**config.mk**
```make
export PLATFORM = sky130hd
export DESIGN_NAME = red_pitaya_pwm_meas
export DESIGN_NICKNAME = d
export VERILOG_FILES = /design/src/rtl/red_pitaya_pwm_meas.sv
export SDC_FILE = /design/constraint.sdc
export NUM_CORES = 1
export LEC_CHECK = 0
export BUFFER_PORTS_ARGS = -buffer_cell sky130_fd_sc_hd__buf_2
export CELL_PAD_IN_SITES_DETAIL_PLACEMENT = 0
export CELL_PAD_IN_SITES_GLOBAL_PLACEMENT = 2
export CORE_ASPECT_RATIO = 2
export CORE_MARGIN = 1.5
export CORE_UTILIZATION = 37
export DETAILED_ROUTE_END_ITERATION = 8
export PLACE_DENSITY = 0.83
export SYNTH_ARGS = -nofsm -noshare
export SYNTH_HDL_FRONTEND = slang
export SYNTH_SLANG_ARGS = --single-unit
```
**constraint.sdc**
```tcl
create_clock -name clk -period 4.15 [get_ports clk]
set_clock_uncertainty 0.15 [all_clocks]
set_input_delay 0.2075 -clock clk [delete_from_list [all_inputs] [get_ports clk]]
set_output_delay 0.2075 -clock clk [all_outputs]
set_load 0.02 [all_outputs]
```
**src/rtl/red_pitaya_pwm_meas.sv**
```systemverilog
// PWM bitstream decoder: counts high cycles over a window of NSUB subperiods
// of FULL+1 cycles each, and reports the window total plus the smallest and
// largest per-subperiod high counts. Windows are framed by sync_i, which is
// expected on the last cycle of every window.
// Optional build macro PWM_MEAS_INSYNC_EN adds a two-flop input synchronizer
// on pwm_i and sync_i, which adds two cycles to every input-to-output latency.
module red_pitaya_pwm_meas #(
   parameter logic [7:0]  FULL = 8'd255,
   parameter int unsigned NSUB = 16
) (
   input  logic        clk,
   input  logic        rst,
   input  logic        en_i,
   input  logic        pwm_i,
   input  logic        sync_i,
   output logic [12:0] val_o,
   output logic [8:0]  sub_min_o,
   output logic [8:0]  sub_max_o,
   output logic        val_vld_o,
   output logic        sync_err_o
);

   localparam int unsigned IW = (NSUB > 1) ? $clog2(NSUB) : 1;
   localparam logic [IW-1:0] LAST_IDX = IW'(NSUB - 1);

   typedef enum logic {SEARCH, RUN} state_t;

   state_t          state;
   logic            pwm_s;
   logic            sync_s;
   logic [7:0]      sub_cnt;
   logic [IW-1:0]   sub_idx;
   logic [8:0]      sub_hi;
   logic [12:0]     acc;
   logic [8:0]      min_r;
   logic [8:0]      max_r;

   logic [8:0]      hi_nxt;
   logic [12:0]     acc_nxt;
   logic [8:0]      min_nxt;
   logic [8:0]      max_nxt;
   logic            last_sub;
   logic            last_win;
   logic            run;
   logic            err_now;
   logic            pub;
   logic            clr;

`ifdef PWM_MEAS_INSYNC_EN
   logic [1:0] pwm_ff;
   logic [1:0] sync_ff;

   // Two-flop synchronizer; both inputs share the same depth so their alignment is kept
   always_ff @(posedge clk) begin
      if (rst) begin
         pwm_ff  <= '0;
         sync_ff <= '0;
      end else begin
         pwm_ff  <= {pwm_ff[0], pwm_i};
         sync_ff <= {sync_ff[0], sync_i};
      end
   end

   assign pwm_s  = pwm_ff[1];
   assign sync_s = sync_ff[1];
`else
   assign pwm_s  = pwm_i;
   assign sync_s = sync_i;
`endif

   // Next-value terms that include the current sample, plus window framing decodes
   always_comb begin
      hi_nxt   = sub_hi + {8'd0, pwm_s};
      acc_nxt  = acc + {12'd0, pwm_s};
      last_sub = (sub_cnt == FULL);
      last_win = last_sub && (sub_idx == LAST_IDX);
      // the first subperiod of a window seeds min/max instead of comparing
      min_nxt  = ((sub_idx == '0) || (hi_nxt < min_r)) ? hi_nxt : min_r;
      max_nxt  = ((sub_idx == '0) || (hi_nxt > max_r)) ? hi_nxt : max_r;
      run      = en_i && (state == RUN);
      err_now  = run && sync_s && !last_win;
      pub      = run && last_win;
      clr      = !run || err_now || pub;
   end

   // Subperiod/window counters and accumulators; cleared outside RUN, on early sync and after publishing
   always_ff @(posedge clk) begin
      if (rst || clr) begin
         sub_cnt <= '0;
         sub_idx <= '0;
         sub_hi  <= '0;
         acc     <= '0;
         min_r   <= '0;
         max_r   <= '0;
      end else begin
         acc <= acc_nxt;
         if (last_sub) begin
            sub_cnt <= '0;
            sub_idx <= sub_idx + IW'(1);
            sub_hi  <= '0;
            min_r   <= min_nxt;
            max_r   <= max_nxt;
         end else begin
            sub_cnt <= sub_cnt + 8'd1;
            sub_hi  <= hi_nxt;
         end
      end
   end

   // SEARCH/RUN state machine with registered result and status outputs
   always_ff @(posedge clk) begin
      if (rst) begin
         state      <= SEARCH;
         val_o      <= '0;
         sub_min_o  <= '0;
         sub_max_o  <= '0;
         val_vld_o  <= 1'b0;
         sync_err_o <= 1'b0;
      end else begin
         val_vld_o  <= pub;
         sync_err_o <= err_now || (pub && !sync_s);
         if (pub) begin
            val_o     <= acc_nxt;
            sub_min_o <= min_nxt;
            sub_max_o <= max_nxt;
         end
         if (!en_i) begin
            state <= SEARCH;
         end else begin
            case (state)
               SEARCH: if (sync_s) state <= RUN;
               RUN:    if (pub && !sync_s) state <= SEARCH;
               default: state <= SEARCH;
            endcase
         end
      end
   end

endmodule

```
==> results of run 1 <==
## kinds of logic (layout without fill, tap and decap cells)
| kind of cell | Yosys count | in the layout | share of synthesized area (%) |
|---|---|---|---|
| compound gates | 66 | 66 | 11.9 |
| xor+xnor | 27 | 27 | 6.10 |
| fa+ha+maj | 25 | 25 | 8.06 |
| buf+inv | 46 | 91 | 5.42 |
| flops | 86 | 86 | 44.4 |
| mux | 22 | 22 | 5.68 |
| simple gates | 151 | 151 | 18.4 |
## synthesized netlist by cell type, drive strengths merged (7+ instances only)
cell	instances	area [µm²]
dfxtp	86	1720
nor2	49	184
nand2	40	150
inv	28	105
a211oi	27	203
ha	25	313
mux2i	22	220
o21ai	18	101
nor3	15	75.1
xnor2	14	123
a21oi	13	65.1
nand3	13	65.1
xor2	13	114
buf	11	78.8
and3	7	43.8
clkbuf	7	26.3
nand4	7	50.1
## sequential cells by signal, summed over array words and instances (netlist names)
| register | flops |
|---|---|
| state | 1 |
| sub_min_o | 9 |
| val_o | 13 |
| sub_hi | 9 |
| sub_max_o | 9 |
| min_r | 9 |
| max_r | 9 |
| acc | 13 |
| sub_cnt | 8 |
| sub_idx | 4 |
| sync_err_o | 1 |
| val_vld_o | 1 |
## power breakdown
| group | switching [W] | total, W | internal (W) |
|---|---|---|---|
| sequential | 0.000000392 | 0.000826 | 0.000826 |
| combinational | 0.0000138 | 0.0000190 | 0.00000518 |
| clock | 0.000324 | 0.000869 | 0.000545 |
| total | 0.000339 | 0.00171 | 0.00138 |
## timing repair
item / CTS / global route
endpoints found under the hold margin: 1 / 0
hold buffers: 1 / 0
buffers inserted: 0 / 0
## layer usage
metal	part of all wire (%)	global-route usage [%]	wire (µm)
met1	39	19.6	3610
met2	55	32.8	5110
met3	2.6	3.75	244
met4	3.6	9.73	330
met5	0	0	0
## path summary, 6_finish.rpt
check                                    end  slack (ps)  cells after the start
worst max-delay path                max_r[3]         640                     11
worst min-delay path                   state          60                      3
worst max register to register      max_r[3]         640                     11
worst min register to register  sub_min_o[5]         290                      2
## placed cells by master (no fill, tap or decap), types with 13 or more instances in the layout
cell type,instances
sky130_fd_sc_hd__nand3_1,13
sky130_fd_sc_hd__dfxtp_1,86
sky130_fd_sc_hd__xor2_1,13
sky130_fd_sc_hd__nor3_1,15
sky130_fd_sc_hd__a211oi_1,27
sky130_fd_sc_hd__xnor2_1,14
sky130_fd_sc_hd__nand2_1,40
sky130_fd_sc_hd__buf_2,37
sky130_fd_sc_hd__nor2_1,49
sky130_fd_sc_hd__mux2i_1,22
sky130_fd_sc_hd__ha_1,25
sky130_fd_sc_hd__a21oi_1,13
sky130_fd_sc_hd__inv_1,28
## final cells by class
type / count / area share (%)
multi-input combinational: 291 / 43.1
clock buffer: 13 / 5.52
clock inverter: 3 / 1.49
sequential: 86 / 38.0
tap: 135 / 3.73
inverter: 28 / 2.32
timing repair buffer: 47 / 5.80
## through the flow
step / hold slack [ps] / power (W) / area, µm² / setup slack (ps)
floorplan: 223 / 0.000856 / 3880 / 1050
global placement: 279 / 0.000864 / 4200 / 708
detailed placement: 286 / 0.000864 / 4200 / 606
CTS: 43.5 / 0.00173 / 4530 / 630
global route: 63.4 / 0.00177 / 4530 / 370
finish: 59.2 / 0.00171 / 4530 / 640
## worst max-delay path: stages, from the launching register on
cell and delay [ps]:
sky130_fd_sc_hd__dfxtp_1 340, sky130_fd_sc_hd__ha_1 170, sky130_fd_sc_hd__nand4_1 140, sky130_fd_sc_hd__or2_2 310
sky130_fd_sc_hd__xor2_1 310, sky130_fd_sc_hd__inv_1 160, sky130_fd_sc_hd__ha_1 330, sky130_fd_sc_hd__nand4_1 150
sky130_fd_sc_hd__or4_1 580, sky130_fd_sc_hd__o31ai_4 160, sky130_fd_sc_hd__or2_1 410, sky130_fd_sc_hd__a211oi_1 140
==> run summary, run 1 <==
At the end of routability-driven placement, the weighted congestion stood at 0.854. In this run the clock root is driven by a sky130_fd_sc_hd__clkbuf_16. Wires add up to 9290 µm. The first-iteration detailed-routing DRC count is 96, and the maximum operating frequency is 0.285 GHz. Summing all multi-input logic gate instances after layout gives 1950 µm².

The total of cells resized after clock tree synthesis came out at 0. The share of the Yosys chip area taken by registers is 44.4%. The initial utilization of the core area, before any placement, comes to 38.2%. The first global-routing pass estimated 15400 µm of wire.

For the worst-skew pair, the clock arrives at the later sink with an insertion delay of 340 ps. The floorplan step set the die width to 75.4 µm. The run gives 0 as the final number of hold-violating endpoints. The critical path is of the register to register type. The tools report the final number of max-transition violations as 0. After floorplanning, the core was divided into 52 placement rows. TritonCTS built the clock tree.

In this run the vertical extent of the chip is 148 µm. The share of synthesized flip-flops with an asynchronous set or reset came out at 0%. The worst hold path begins at sync_i.

The clock period could shrink to 3510 ps. A synthesized cell averages 9.17 µm². For this run, design rule violations remaining after detail routing come to 0.

Detailed placement HPWL: 6880 µm. In the final design database the tool counted 493 nets. The clock drives 86 sinks. Relative to the synthesized area, the layout overhead comes to 16.8%. Pin placement for this block handled 38 I/O pins.

For the final standard cell count with taps included and fillers excluded, the log shows 603. Number of storage elements in the synthesis netlist: 86. The post-route netlist has 15.6% of its cells at a drive strength greater than 1. Synthesis handed over a netlist of 423 instances.

The number of synthesized flops with an enable pin works out to 0. The worst register-to-register path begins at sub_hi[0]. The critical path startpoint was sub_hi[0]. The die covers 11100 µm².

Class of the tightest hold or removal check: input pin to register. The run gives 3099 as the via count of the first global-routing pass. Across the whole layout, storage elements account for 1720 µm².

The tools report the largest net degree at the start of global routing as 31. Summing every instance area after synthesis gives 3880 µm². For the number of antenna violations at the first check in global routing, the log shows 0. The pin slew with the least headroom to its limit came out at 1120 ps. Worst voltage drop across the vdd grid: 224 µV.

The number of buffers created by CTS is 9. Power spread over the standard cell area amounts to 379 nW/µm². In this run the worst path has a maximum fanout of 11. The number of antenna cells inserted is 0. In this run, distinct cell masters in the synthesized netlist total 40. The cell count after placement came out at 586. The average routed wire per standard cell was 15.4 µm. The filler cell count in the final layout is 1040, and the number of nets with antenna violations after detailed routing is 0. The final core utilization was 44.6%; the sum of negative setup slack was 0 ps.

After clock tree synthesis, the clock-pin slew on the worst setup and hold paths is 60 ps. Setup violations remaining at the end of the flow were counted as 0. The count of buffers from port buffering is 37, and the maximum root-to-sink buffer count is 2.

The data arrival time of the critical path came out at 3540 ps. After detailed routing, the number of vias per cell comes to 5.08. The kind of start point of the critical path is a register. Setup repair after global routing left no endpoint under its margin.

Summed over all cells, the static leakage comes to 1.78 nW. The H-tree generated during clock tree synthesis spans 3 levels. The core region is 10100 µm². The flow ran to the end, and the final reports show no timing, DRC or antenna violations.

The post-route fraction of the period consumed by the critical path is 84.6%, and the number of warnings reported in the yosys synthesis log is 0. Data on the critical path is required at its endpoint by 4180 ps. Total via count in the routed design: 3064. The number of nets in the synthesized netlist is 453. Global routing finished with a remaining overflow of 0. The element type at the critical path end is a register.

The commonest register cell after synthesis was sky130_fd_sc_hd__dfxtp_1. The pre-antenna-repair detailed-routing pass consisted of 4 iterations. In the global route stage, overall resource usage came out at 18.5%. The logs give 25.0% for the max-slew headroom at the worst pin and 0 for the count of max-cap constraint violations.
Power figures use the tool's default switching activity.
==> run 2, diff against run 1 <==
- ABC_AREA: default -> 1
- CORE_UTILIZATION: 37 -> 34
- PLACE_DENSITY: 0.83 -> 0.81
- clock period: 4.15 -> 3.55 ns (I/O delays scaled with it)
==> run 2 against run 1 <==
  * Design area grew 7.5%
  * Worst hold slack improved by 120 ps
  * Final cell count increased by 25%
  * Highest routed layer unchanged
  * Critical endpoint is now sub_min_o[8]
  * Largest cell class unchanged
==> run summary, run 2 <==
Summing internal, switching and leakage power gives 0.00199 W. The area growth from synthesis to layout was 16.1%. Routability-driven placement finished with a final weighted congestion of 0.807.

The commonest register cell after synthesis was sky130_fd_sc_hd__dfxtp_1. The number of hold buffers added after CTS is 4, and the global route total overflow is 0. For the total of cells resized after clock tree synthesis, the log shows 0. The largest registers in the layout are acc x13, val_o x13. The number of vias per cell was 4.88. For this configuration, the core starts out at a cell density of 34.8%. The run gives 2 as the maximum root-to-sink buffer count. The worst register-to-register path has a depth of 17.

After synthesis the cells add up to 4190 µm². The library cells used most frequently in the layout, excluding fill and tap cells, are 106 x sky130_fd_sc_hd__nand2_1, 86 x sky130_fd_sc_hd__dfxtp_1, 82 x sky130_fd_sc_hd__inv_1, 75 x sky130_fd_sc_hd__nand3_1, 48 x sky130_fd_sc_hd__nor2_1. Clock-pin slew was measured on the worst setup and hold paths at 70 ps. For this run, the total global-route usage over all layers was measured as 18.1%. The number of nets with antenna violations after detailed routing is 0. In this run the count of I/O pins placed on the die edge is 38. The area of the die is 13000 µm². Kind of start point of the critical path: a register. Once detailed placement completed, the half-perimeter wirelength came to 8410 µm.

The worst pin sits at a relative slew slack of 52.2%. The worst reg-to-reg setup slack is 560 ps, and the synthesized area per cell is 7.45 µm². The highest net fanout along the worst path is 9.

The worst setup path is captured at a register. The tools report the count of nets after finishing as 633. The largest total area in the synthesized netlist belongs to sky130_fd_sc_hd__dfxtp_1.

The worst voltage drop across the vdd grid was 242 µV; the number of levels the H-tree was split into was 3. The min-delay analysis places its worst path in the category input pin to register. The via count of the first global-routing pass was 3656.

The number of antenna violations at the first check in global routing is 0, and the total via count in the routed design is 3682. The number of antenna diodes in the final layout is 0. For the data arrival time of the critical path, the log shows 3080 ps. The startpoint of the worst register-to-register path is sub_hi[0]. The number of synthesized flops with an enable pin was 0.

The net count of the mapped netlist was 593. The first global-routing pass estimated 17500 µm of wire. Entering global routing, the biggest net connects 41 pins. The root buffer cell chosen for the clock tree is sky130_fd_sc_hd__clkbuf_16.

Counting every sink on the clock net gives 86. The sequential share of the synthesized area was 41.1%; the post-route fraction of the period consumed by the critical path was 84.2%. The placed instances occupy a cell area of 4510 µm². The finished cells cover 4870 µm². Internal power comes to 0.00155 W.

Cell with the most instances after synthesis: sky130_fd_sc_hd__nand2_1. Setup repair after global routing left no endpoint under its margin. The share of synthesized area in the top cell type comes to 41.1%. Start point of the worst min-delay path: pwm_i.

Yosys attributes the largest share of cell area to sky130_fd_sc_hd__dfxtp_1 41%, sky130_fd_sc_hd__nand2_1 9.5%, sky130_fd_sc_hd__nand3_1 9.0%. Counting distinct cell types in the post-synthesis netlist gives 26. TritonCTS built the clock tree. Fill cells in the final layout number 1276.

The total of endpoints with negative setup slack in the final report was 0; the leakage power figure was 2.25 nW. Final number of hold-violating endpoints: 0. The worst register-to-register path ends at sub_min_o[8]. In this run the standard cell core region covers 12100 µm².

The number of setup buffers added after CTS is 0. After synthesis, the most frequently instantiated cells are 106 x sky130_fd_sc_hd__nand2_1, 86 x sky130_fd_sc_hd__dfxtp_1, 82 x sky130_fd_sc_hd__inv_1. Count of max-cap constraint violations: 0. In the final routed layout, each cell accounts on average for 14.7 µm. Of the total power, registers draw 48.5%. For the pin with the worst max-slew slack, the measured transition is 716 ps.

Leading cell type in the layout, fill and taps excluded: sky130_fd_sc_hd__nand2_1. Buffers placed on the I/O ports in this run total 37. Final standard cell count with taps included and fillers excluded: 755.

The later pin in the worst-skew pair is clocked with a latency of 340 ps. The share of total power dissipated in combinational logic is 1.7%. Sum of negative setup slack: 0 ps. Number of storage elements in the synthesis netlist: 86. The most critical setup path has its startpoint at sub_hi[0].

Derived from the worst setup path, the maximum achievable clock frequency is 0.335 GHz. The smallest clock period supported by the final layout is computed as 2990 ps. The die is 81.5 µm wide.

The height of the die is 160 µm. For this design the ratio of total power to cell area is 409 nW/µm². For the number of remaining DRC errors, the log shows 0. The run gives 1720 µm² as the area of all sequential standard cells. The run gives 3650 ps as the required arrival time at the worst endpoint. The critical path ends at sub_min_o[8]. The run gives 49.8% as the proportion of power drawn by the clock network. The run gives 105 as the first-iteration detailed-routing DRC count. The flow ran to the end, and the final reports show no timing, DRC or antenna violations. The share of synthesized flip-flops with an asynchronous set or reset is 0%, and the share of layout cells above drive strength 1 is 12.0%.

After floorplanning, the core was divided into 57 placement rows. Net switching is 22.1% of the power. For this run, the number of Yosys warnings is 0. The length of the first detailed-routing pass in iterations was 4; the number of standard cells after synthesis was 563. The kind of critical path was register to register. The run gives 0 as the final number of max-transition violations. TritonCTS created 9 clock buffers. For this design the total switching power over the nets is 0.000439 W.

After detailed placement, the design holds a cell count of 735. The combined area of the multi-input logic cells is 2050 µm², and the final wirelength is 11100 µm.
run 2: cell count changes after synthesis, moves of 4 or more:
cell	previous run	this run
sky130_fd_sc_hd__o21a_1	0	19
sky130_fd_sc_hd__a221o_2	4	0
sky130_fd_sc_hd__a211oi_1	27	0
sky130_fd_sc_hd__and3_1	7	0
sky130_fd_sc_hd__nand2_1	40	106
sky130_fd_sc_hd__nor3_1	15	7
sky130_fd_sc_hd__inv_1	28	82
sky130_fd_sc_hd__xnor2_1	14	6
sky130_fd_sc_hd__o21ai_1	6	1
sky130_fd_sc_hd__o21ai_0	9	20
sky130_fd_sc_hd__a21oi_1	13	28
sky130_fd_sc_hd__nand3_1	13	75
sky130_fd_sc_hd__mux2i_1	22	0
sky130_fd_sc_hd__buf_4	1	7
run 2: logic make-up after synthesis:
kind of cell	synth area share (%)
xor+xnor	4.18
simple gates	27.8
compound gates	9.43
flops	41.1
buf+inv	10.1
fa+ha+maj	7.46
run 2: worst max-delay path, cell delays in order, from the launching register on:
cell and delay [ps]:
sky130_fd_sc_hd__dfxtp_1 330, sky130_fd_sc_hd__ha_1 140, sky130_fd_sc_hd__ha_1 170, sky130_fd_sc_hd__nand2_1 60, sky130_fd_sc_hd__nor2_1 240, sky130_fd_sc_hd__nand2_1 120
sky130_fd_sc_hd__xor2_1 190, sky130_fd_sc_hd__inv_1 120, sky130_fd_sc_hd__ha_1 310, sky130_fd_sc_hd__nand2_1 70, sky130_fd_sc_hd__nor2_1 140, sky130_fd_sc_hd__nand3b_1 100
sky130_fd_sc_hd__nand3_1 90, sky130_fd_sc_hd__nand2_1 220, sky130_fd_sc_hd__nand2_1 170, sky130_fd_sc_hd__nand3_1 120, sky130_fd_sc_hd__nand2_1 100, sky130_fd_sc_hd__inv_1 40
run 2: cell type report:
cell class | instances | area share [%]
Clock buffer | 10 | 4.91
Multi-Input combinational cell | 373 | 42.1
Timing Repair Buffer | 49 | 5.86
Clock inverter | 6 | 1.54
Sequential cell | 86 | 35.4
Inverter | 84 | 6.48
Tap cell | 147 | 3.78
run 2: worst min path at each step:
| stage | endpoint | slack (ps) | depth (start not counted) |
|---|---|---|---|
| 2_1_floorplan | sync_err_o | 100 | 1 |
| 3_3_place_gp | sync_err_o | 240 | 2 |
| 3_5_place_dp | sync_err_o | 230 | 2 |
| 4_1_cts | acc[0] | 200 | 4 |
| 5_1_grt | acc[0] | 210 | 4 |
| 6_report | acc[0] | 180 | 4 |
run 2: routing by layer:
layer	part of all wire (%)	GRT usage, %	up-vias
met5	0	0	-
met4	3.4	8.93	0
met1	36	17.1	1718
li1	-	-	1888
met2	58	35.3	53
met3	2.0	2.63	23
run 2: metrics by stage:
| stage | hold slack, ps | setup slack, ps | util [%] |
|---|---|---|---|
| 2_1_floorplan | 96.6 | 843 | - |
| 5_1_grt | 206 | 165 | 40.4 |
| 3_5_place_dp | 233 | 544 | 37.4 |
| 6_report | 182 | 562 | 40.4 |
| 3_3_place_gp | 242 | 609 | 37.4 |
| 4_1_cts | 198 | 523 | 40.4 |
run 2: power by group through the flow:
| stage | Sequential [W] | Combinational [W] | Clock, W |
|---|---|---|---|
| floorplan | 0.000988 | 0.0000179 | 0 |
| global route | 0.000965 | 0.0000365 | 0.00106 |
| CTS | 0.000966 | 0.0000340 | 0.00102 |
| detailed placement | 0.000988 | 0.0000312 | 0 |
| finish | 0.000966 | 0.0000333 | 0.000992 |
| global placement | 0.000988 | 0.0000311 | 0 |
==> run 3, diff against run 2 <==
- clock period: 3.55 -> 2.8 ns (I/O delays scaled with it)
==> run 3 against run 2 <==
  * Sequential share of layout area is 3.5 points lower
  * Clock power increased by 18%
  * Design area grew 11%
  * Global-route usage grew 0.12 points
  * Combinational power rose by 92%
  * Critical path depth is 2 higher
  * Count of clock-buffer cells in the layout down 1
  * Core utilization is 4.4 points higher
  * Maximum frequency increased by 9.8%
  * Largest power group is now registers
  * Highest routed layer unchanged
==> run summary, run 3 (synthesized netlist as in run 2, its figures left out) <==
The worst hold path was traced through 4 stages. The global-route total usage across every layer was 18.2%; the final number of max-transition violations was 0. The count of nets left with antenna violations once routing finished came out at 0. The number of levels the H-tree was split into is 3, and the power density over the cells is 455 nW/µm². No sink is reached through more buffers than the 2 on the longest clock path. The share of layout cells above drive strength 1 works out to 22.6%.

The number of remaining DRC errors came out at 0. After detailed routing, the wire length on met1 is 4130 µm. The largest net degree at the start of global routing came out at 41.

The floorplan step defined a die boundary enclosing 13000 µm². The leading cell type in the layout, fill and taps excluded is sky130_fd_sc_hd__nand2_1. In this run, CTS created clock tree buffers numbering 9. Hold timing on the final database bottoms out at a slack of 153 ps. The later pin in the worst-skew pair is clocked with a latency of 340 ps.

The root buffer cell chosen for the clock tree is sky130_fd_sc_hd__clkbuf_16. After the first detailed-routing iteration, the DRC count stood at 119. The run gives 0 as the final number of hold-violating endpoints. The tightest min-delay check is of the input pin to register type.

The run gives 12100 µm² as the floorplan core area. Buffers placed on the I/O ports in this run total 37. The clock sink count was 86; the number of antenna violations at the first check in global routing was 0. Number of vias per cell: 4.83. The logs give 3807 for the total via count in the routed design and 0 for the number of antenna cells inserted. The final layout contains 667 nets.

The routed design uses 226 µm of met3 wire. For this configuration, the core starts out at a cell density of 34.8%. From synthesis to final layout, the design area changed by 28.8%.

The cell depth of the worst flop-to-flop path was 19; the data arrival time of the critical path was 2820 ps. In this run the tightest slew margin relative to its limit is 60.3%. In the final routed layout, each cell accounts on average for 14.7 µm. The total overflow left after global routing is 0. Setup violations remaining at the end of the flow were counted as 0. The via count of the first global-routing pass was 3677; the final wirelength was 11600 µm. TritonCTS built the clock tree.

The tools report the kind of start point of the critical path as a register. The worst path uses 97.2% of the clock period. 38 I/O pins were placed. The horizontal die dimension was 81.5 µm.

The setup check on the worst reg-to-reg path leaves a slack of 80 ps. In this run the core area contains 57 standard-cell rows. The worst setup path is of the register to register kind. For the routability congestion estimate from global placement, the log shows 0.853.

Once layout is complete, the utilization of the core stands at 44.8%. The largest registers in the layout are acc x13, val_o x13. The run gives 8470 µm as the detailed placement HPWL. The pin slew with the least headroom to its limit was 595 ps. Across the run, the number of max-cap violations was 0.

The worst path in the final design needs a cycle of 2720 ps, including I/O delays and setup. In the detailed route, the total length drawn on met2 is 6560 µm. In this run the worst path has a maximum fanout of 8.

The flow ran to the end, and the final reports show no timing, DRC or antenna violations. Fill cells in the final layout number 1238. The library cells used most frequently in the layout, excluding fill and tap cells, are 99 x sky130_fd_sc_hd__nand2_1, 85 x sky130_fd_sc_hd__dfxtp_1, 76 x sky130_fd_sc_hd__inv_1, 64 x sky130_fd_sc_hd__nand3_1, 43 x sky130_fd_sc_hd__nor2_1. Maximum operating frequency: 0.367 GHz. In this run the top signal layer used is met4.

Required arrival time at the worst endpoint: 2900 ps. Summed over all cells, the static leakage comes to 2.45 nW. The tools report the element type at the critical path end as a register. The worst voltage drop across the vdd grid was 335 µV.

The die is 160 µm tall. The first detailed-routing pass ran for 4 iterations. After clock tree synthesis, the clock-pin slew on the worst setup and hold paths is 70 ps. The first global-routing pass estimated 17700 µm of wire.

Setup repair after global routing could not meet its margin everywhere.
-- run 3: critical path, cell delays in order, from the launching register on --
cell and delay, ps:
sky130_fd_sc_hd__dfxtp_2 350, sky130_fd_sc_hd__ha_4 130, sky130_fd_sc_hd__ha_4 140, sky130_fd_sc_hd__nand2_4 50, sky130_fd_sc_hd__nor2_4 100, sky130_fd_sc_hd__buf_6 130, sky130_fd_sc_hd__nand4_1 90, sky130_fd_sc_hd__nand2_2 120
sky130_fd_sc_hd__inv_4 60, sky130_fd_sc_hd__ha_4 280, sky130_fd_sc_hd__nand2_1 80, sky130_fd_sc_hd__a21oi_2 140, sky130_fd_sc_hd__nor2_2 60, sky130_fd_sc_hd__nand3_2 120, sky130_fd_sc_hd__nand2_8 120, sky130_fd_sc_hd__clkbuf_16 190
sky130_fd_sc_hd__nand3_1 80, sky130_fd_sc_hd__nand3_2 110, sky130_fd_sc_hd__nand2_1 80, sky130_fd_sc_hd__inv_1 30
-- run 3: stage by stage --
step	power (W)	setup TNS (ps)	cells	area, µm²	worst slack (ps)
2_1_floorplan	0.00128	0	563	4190	93.0
3_3_place_gp	0.00130	-353	761	4730	-106
3_5_place_dp	0.00130	-1160	761	4730	-150
4_1_cts	0.00247	0	782	5110	5.35
5_1_grt	0.00255	-552	789	5400	-45.7
6_report	0.00246	0	789	5400	78.9
-- run 3: where the power goes --
part / leakage (nW) / switching [W] / internal (W)
sequential: 0.693 / 0.000000790 / 0.00122
clock: 0.136 / 0.000548 / 0.000620
combinational: 1.62 / 0.0000364 / 0.0000278
total: 2.45 / 0.000586 / 0.00187
-- run 3: worst paths after layout --
kind / start / endpoint
worst max-delay path: sub_hi[0] / sub_max_o[4]
worst min-delay path: sync_i / acc[0]
worst max register to register: sub_hi[0] / sub_max_o[4]
worst min register to register: sub_cnt[0] / sub_cnt[0]
-- run 3: final cells by class --
class / instances / area, µm² / share of cell area [%]
Inverter: 84 / 318 / 5.89
Sequential cell: 86 / 1720 / 31.9
Clock buffer: 9 / 225 / 4.17
Multi-Input combinational cell: 375 / 2290 / 42.5
Clock inverter: 7 / 66.3 / 1.23
Timing Repair Buffer: 81 / 589 / 10.9
Tap cell: 147 / 184 / 3.41
-- run 3: what timing repair did --
action,CTS,global route
hold endpoints to repair,3,0
buffers inserted,1,3
gates resized for setup,9,51
hold buffers,4,0
cloned,0,4
endpoints found under the setup margin,19,36
pin swaps,2,10
-- run 3: metal layers --
metal / up-vias / GRT usage, %
met5: - / 0
li1: 1963 / -
met1: 1769 / 16.7
met4: 0 / 11.5
met3: 25 / 3.20
met2: 50 / 34.5
